### src/rtl/mux8_1_reg.sv
// 8-to-1 data selector with a combinational output and an enable-loaded registered copy.
// Optional load-change pulse output chg is built when MUX8_1_CHG_DET_EN is defined.
module mux8_1_reg #(
  parameter int WIDTH = 1
) (
  input  logic             clk,
  input  logic             rst,
  input  logic [2:0]       s,
  input  logic [WIDTH-1:0] d0,
  input  logic [WIDTH-1:0] d1,
  input  logic [WIDTH-1:0] d2,
  input  logic [WIDTH-1:0] d3,
  input  logic [WIDTH-1:0] d4,
  input  logic [WIDTH-1:0] d5,
  input  logic [WIDTH-1:0] d6,
  input  logic [WIDTH-1:0] d7,
  input  logic             en,
  output logic [WIDTH-1:0] y,
  output logic [WIDTH-1:0] y_q,
  output logic [2:0]       sel_q
`ifdef MUX8_1_CHG_DET_EN
  ,
  output logic             chg
`endif
);

  // All eight select codes map to a port, so indexing needs no fallback.
  logic [7:0][WIDTH-1:0] d_arr;

  assign d_arr = {d7, d6, d5, d4, d3, d2, d1, d0};
  assign y     = d_arr[s];

  always_ff @(posedge clk) begin
    if (rst) begin
      y_q   <= '0;
      sel_q <= 3'd0;
    end else if (en) begin
      y_q   <= y;
      sel_q <= s;
    end
  end

`ifdef MUX8_1_CHG_DET_EN
  // Compare against the value being replaced, so chg is a single-cycle pulse per differing load.
  always_ff @(posedge clk) begin
    if (rst)     chg <= 1'b0;
    else if (en) chg <= (y != y_q);
    else         chg <= 1'b0;
  end
`endif

endmodule

### config.mk
export PLATFORM = sky130hd
export DESIGN_NAME = mux8_1_reg
export DESIGN_NICKNAME = d
export VERILOG_FILES = /design/src/rtl/mux8_1_reg.sv
export SDC_FILE = /design/constraint.sdc
export NUM_CORES = 1
export LEC_CHECK = 0
export ABC_AREA = 0
export BUFFER_PORTS_ARGS = -buffer_cell sky130_fd_sc_hd__buf_2
export CAP_MARGIN = 10
export CORE_AREA = 2 2 39 41
export CTS_BUF_LIST = sky130_fd_sc_hd__clkbuf_16
export CTS_CLUSTER_SIZE = 24
export DETAILED_ROUTE_END_ITERATION = 16
export DIE_AREA = 0 0 41 43
export PLACE_DENSITY = 0.43
export RECOVER_POWER = 100
export REMOVE_ABC_BUFFERS = 1
export SLEW_MARGIN = 20
export SYNTH_ARGS = -nofsm -noshare
export SYNTH_HDL_FRONTEND = slang
export SYNTH_SLANG_ARGS = --single-unit
### constraint.sdc
create_clock -name clk -period 2.3 [get_ports clk]
set_input_delay 0 -clock clk [delete_from_list [all_inputs] [get_ports clk]]
set_output_delay 0 -clock clk [all_outputs]
set_load 0.02 [all_outputs]
==> impl_metrics.tcl, run 1 <==
set metrics [dict create \
    fmax_ghz 0.9498 \
    r2r-start "y_q" \
    first_pass_iters 1 \
    hold_path_class "input port to flop" \
    antenna_found_initial 0 \
    power_leakage_nw 0.1899 \
    relSlewSlack_pct 82.45 \
    critPathCaptureType "primary output" \
    hpwl_um 506.6 \
    cts_root_buf "clkbuf_16" \
    seq_area_um2 80.08 \
    yosysUniqueCellTypes 8 \
    multi_input_area_um2 115.1 \
    crit_type "input port to primary output" \
    r2r_slack_ns 1.64 \
    critPathMaxFanout 5 \
    reg2reg_to "y_q" \
    num_antenna_cells 0 \
    min_to "sel_q[1]" \
    ff2ff_path_depth 2 \
    wirelength_um 615 \
    clkPwrFrac_pct 68.4 \
    grt_first_pass_wirelength_um 897 \
    clk_pin_slew_ns 0.03 \
    ant_nets 0 \
    finClkSkew_ns 0 \
    start_util_pct 15.82 \
    synth-seq-area-share_pct 36.57 \
    syn_avg_cell_area_um2 10.95 \
    setup_viol 0 \
    port_buffers 18 \
    synth_cells 20 \
    min_path_cells 3 \
    synth_seq_cells 4 \
    area_delta_synth_final_pct 76.57 \
    p_comb_share_pct 12.0 \
    hold_start "s[1]" \
    ys_warn_count 0 \
    cts_max_level 1 \
    grt_overflow 0 \
    track_usage_pct 8.040 \
    cts.sinks 4 \
    gp_congestion 0.5950 \
    core-area_um2 1384 \
    tritoncts "yes" \
    irDropWorstVdd_mv 0.4169 \
    setup-tns-final_ns 0 \
    die-area_um2 1763 \
    cp.required_ns 2.30 \
    swShare_pct 18.77 \
    viasPerCell 3.875 \
    first_iter_violations 0 \
    p_switching_mw 0.07360 \
    min_period_ns 1.053 \
    wl_per_cell_um 10.98 \
    dieWidth_um 41 \
    fin_crit_sh_pct 45.78 \
    drive_gt1_share_pct 40.00 \
    grt_max_degree 6 \
    grt_pass1_vias 213 \
    worstPathArrival_ns 1.05 \
    p_int_mw 0.3185 \
    place_ws_ns 1.219 \
    numCtsBuffers 3 \
    worst_slack_ns 1.247 \
    hold_viol 0 \
    drc 0 \
    seqPwrFrac_pct 19.6 \
    worstSkewPairLatency_ns 0.22 \
    rsz0062_at_grt "no" \
    dieHeight_um 43 \
    rows 14 \
    final_nets 56 \
    status "finished clean" \
    start_kind "input port" \
    powerDensity_nw_per_um2 1014 \
    maxSlewViolCount 0 \
    worst_pin_slew_ns 0.2643 \
    fill_cells 160 \
    ctsLongestPathBuffers 2 \
    num_vias 217 \
    maxCapViolCount 0 \
    io_pins 19 \
    syn_area_um2 219.0 \
]
-- area by class of cell --
cell class | instances | share of cell area (%)
Tap cell | 16 | 5.178
Multi-Input combinational cell | 13 | 29.77
Inverter | 1 | 0.9709
Sequential cell | 4 | 20.71
Clock buffer | 3 | 19.42
Timing Repair Buffer | 19 | 23.95
-- how the worst max path moves through the flow --
stage	endpoint	startpoint
CTS	y	s[0]
floorplan	y_q	s[0]
global placement	y_q	s[0]
detailed placement	y_q	s[0]
global route	y	s[0]
finish	y	s[0]
-- through the flow --
step	std cells	hold slack (ns)	total power [mW]	cell area (um^2)	utilization [%]
floorplan	18	0.06465	0.1025	203.9	-
global placement	52	0.2227	0.1264	314.1	22.69
detailed placement	52	0.2292	0.1274	314.1	22.69
CTS	56	0.05889	0.4020	399.1	28.84
global route	56	0.1042	0.4095	386.6	27.94
finish	56	0.05636	0.3921	386.6	27.94
-- registers in the layout, indices dropped and copies added, names as in the netlist --
name / cells
y_q: 1
sel_q: 3
-- critical path, cell delays in order --
cell,delay (ns)
buf_2,0.14
mux2i_1,0.13
mux4_2,0.49
inv_1,0.07
clkbuf_1,0.23
-- routing by layer --
layer / up-vias / track usage (%) / share of wire [%]
li1: 109 / - / -
met1: 89 / 10.65 / 48
met2: 19 / 9.688 / 34
met3: 0 / 3.665 / 18
met4: 0 / 6.000 / 0
met5: - / 0 / 0
-- synthesized netlist by cell type --
cell	n	area share (%)
a211oi_2	1	5.7
clkbuf_1	1	1.7
mux4_2	1	10
buf_6	1	5.1
mux2i_1	7	32
dfxtp_1	4	37
inv_1	1	1.7
nor2_1	4	6.9
-- repair_timing --
| item | 4_1_cts | 5_1_grt |
|---|---|---|
| resized for setup | 0 | 0 |
| hold buffers | 1 | 0 |
| buffers inserted | 0 | 0 |
| endpoints found under the hold margin | 1 | 0 |
-- cell families (layout without fill, tap and decap cells) --
| logic type | count (synthesis) | count (layout) | synth area share [%] |
|---|---|---|---|
| buf+inv | 3 | 23 | 8.568 |
| simple gates | 4 | 4 | 6.855 |
| flops | 4 | 4 | 36.57 |
| compound gates | 1 | 1 | 5.713 |
| mux | 8 | 8 | 42.29 |
-- power groups by stage --
stage          Clock, mW  Combinational [mW]  Sequential, mW
6_report           0.268              0.0471          0.0769
5_1_grt            0.280              0.0519          0.0774
4_1_cts            0.274              0.0512          0.0768
3_5_place_dp           0              0.0497          0.0777
3_3_place_gp           0              0.0487          0.0777
2_1_floorplan          0              0.0192          0.0832
-- cells in the final DEF (no fill, tap or decap) --
cell           synthesis  layout
buf_2                  0      12
mux2i_1                7       7
clkbuf_1               1       6
nor2_1                 4       4
dfxtp_1                4       4
clkbuf_16              0       3
mux4_2                 1       1
inv_1                  1       1
a211oi_1               0       1
dlygate4sd3_1          0       1
No activity file was read; power rests on OpenSTA's default activity.
==> run 2: changes to the inputs <==
PLACE_DENSITY = 0.45   (was 0.43)
clock period = 0.85 ns   (was 2.3 ns; I/O delays follow)
==> impl_metrics.tcl, run 2 (synthesized netlist as in run 1, its figures left out) <==
set metrics [dict create \
    worst_slack_ns -0.05578 \
    top_regs "sel_q x3, y_q x1" \
    track_usage_pct 7.545 \
    rsz0062_at_grt "yes" \
    numCtsBuffers 3 \
    final_cell_mix "11 x buf_2, 7 x mux2i_1, 4 x nor2_1, 4 x clkbuf_1, 4 x dfxtp_1" \
    clkPwrFrac_pct 66.7 \
    first_iter_violations 2 \
    port_buffers 18 \
    powerDensity_nw_per_um2 2581 \
    wirelength_um 578 \
    grt_first_pass_wirelength_um 814 \
    crit_type "input port to primary output" \
    dieWidth_um 41 \
    max_stage_delay_ns 0.50 \
    p_comb_share_pct 14.1 \
    p_switching_mw 0.1980 \
    area_delta_synth_final_pct 90.86 \
    p_int_mw 0.8806 \
    cts.sinks 4 \
    rows 14 \
    post_cts_buffers 0 \
    die-area_um2 1763 \
    maxCapViolCount 0 \
    critPathMaxFanout 5 \
    whs_ns 0.04871 \
    core-area_um2 1384 \
    cp.required_ns 0.85 \
    num_antenna_cells 0 \
    irDropWorstVdd_mv 1.090 \
    postLayoutCoreUtil_pct 30.20 \
    crit_buf_inv 3 \
    antenna_found_initial 0 \
    critPathCaptureType "primary output" \
    seqPwrFrac_pct 19.2 \
    first_pass_iters 2 \
    grt_max_degree 6 \
    instances_no_fill 57 \
    place_ws_ns -0.2158 \
    final_nets 57 \
    final_common_cell "buf_2" \
    fmax_ghz 1.104 \
    finClkSkew_ns 0 \
    gp_congestion 0.5969 \
    viasPerCell 3.860 \
    status "finished with violations" \
    place_area_um2 321.6 \
    power_leakage_nw 0.2062 \
    largest_reg_flops 3 \
    hold_path_class "input port to flop" \
    worstSkewPairLatency_ns 0.22 \
    worst_pin_slew_ns 0.2704 \
    ant_nets 0 \
    drc 0 \
    dpl.cell_count 53 \
    slowest_stage "mux4_2" \
    grt_overflow 0 \
    violations "negative setup slack" \
    hold_viol 0 \
    tritoncts "yes" \
    wl_per_cell_um 10.14 \
    drive_gt1_share_pct 51.22 \
    cp_cell_sequence "buf_8 > mux2i_1 > mux4_2 > inv_2 > buf_6" \
    grt_pass1_vias 211 \
    cts_max_level 1 \
    fin_crit_sh_pct 106.6 \
    swShare_pct 18.36 \
    cts_root_buf "clkbuf_16" \
    start_kind "input port" \
    start_util_pct 15.82 \
    ctsLongestPathBuffers 2 \
    dieHeight_um 43 \
    min_period_ns 0.9058 \
    io_pins 19 \
    maxSlewViolCount 0 \
    clk_pin_slew_ns 0.03 \
    setup_viol 1 \
    num_vias 220 \
    worstPathArrival_ns 0.91 \
    fin_area_um2 417.9 \
    r2r_slack_ns 0.21 \
    regMostFlops "sel_q" \
    cp_top_family "multiplexers" \
    relSlewSlack_pct 82.05 \
]
run 2: cell count changes in the layout (fill, tap and decap cells not counted):
cell,previous run,this run
a211oi_1,1,0
buf_8,0,1
clkbuf_2,0,1
inv_1,1,0
a211oi_2,0,1
clkbuf_1,6,4
inv_2,0,1
buf_2,12,11
buf_6,0,1
buf_4,0,1
run 2: cell type report:
cell class	count	area (um^2)
fillers	147	965.9
flip-flops and latches	4	80.08
repair buffers	20	118.9
inverters	1	3.754
clock buffers	3	75.07
well taps	16	20.02
multi-input cells	13	120.1
run 2: tightest hold or removal path, cell delays in order:
cell     delay [ns]
buf_8          0.09
mux2i_1        0.07
nor2_1         0.07
run 2: path summary, 6_finish.rpt:
path                                from       end  cells past startpoint
worst max-delay path                s[0]         y                      5
worst min-delay path                s[0]  sel_q[0]                      3
worst max register to register       y_q       y_q                      2
worst min register to register  sel_q[1]  sel_q[1]                      2
run 2: per-stage QoR:
step	setup TNS, ns	total power [mW]
after floorplan	0	0.2773
after global placement	-0.3680	0.3481
after detailed placement	-0.3508	0.3461
after CTS	-0.05915	1.100
after global routing	-0.08928	1.121
final	-0.05578	1.079
run 2: timing repair:
action | in CTS | in global routing
hold buffers | 1 | 0
endpoints found under the setup margin | 2 | 2
hold endpoints to repair | 1 | 0
gates resized for setup | 6 | 0
pin swaps | 0 | 1
run 2: power by group through the flow:
| stage | combinational (mW) | clock, mW | sequential (mW) |
|---|---|---|---|
| after floorplan | 0.0520 | 0 | 0.225 |
| after global placement | 0.139 | 0 | 0.209 |
| final | 0.152 | 0.719 | 0.207 |
| after detailed placement | 0.137 | 0 | 0.209 |
| after global routing | 0.165 | 0.747 | 0.209 |
| after CTS | 0.157 | 0.736 | 0.207 |
run 2: per-layer routing:
metal	routed length [um]	global-route usage, %
met2	197	9.063
met4	0	6.000
met5	0	0
met1	265	9.061
met3	115	4.712
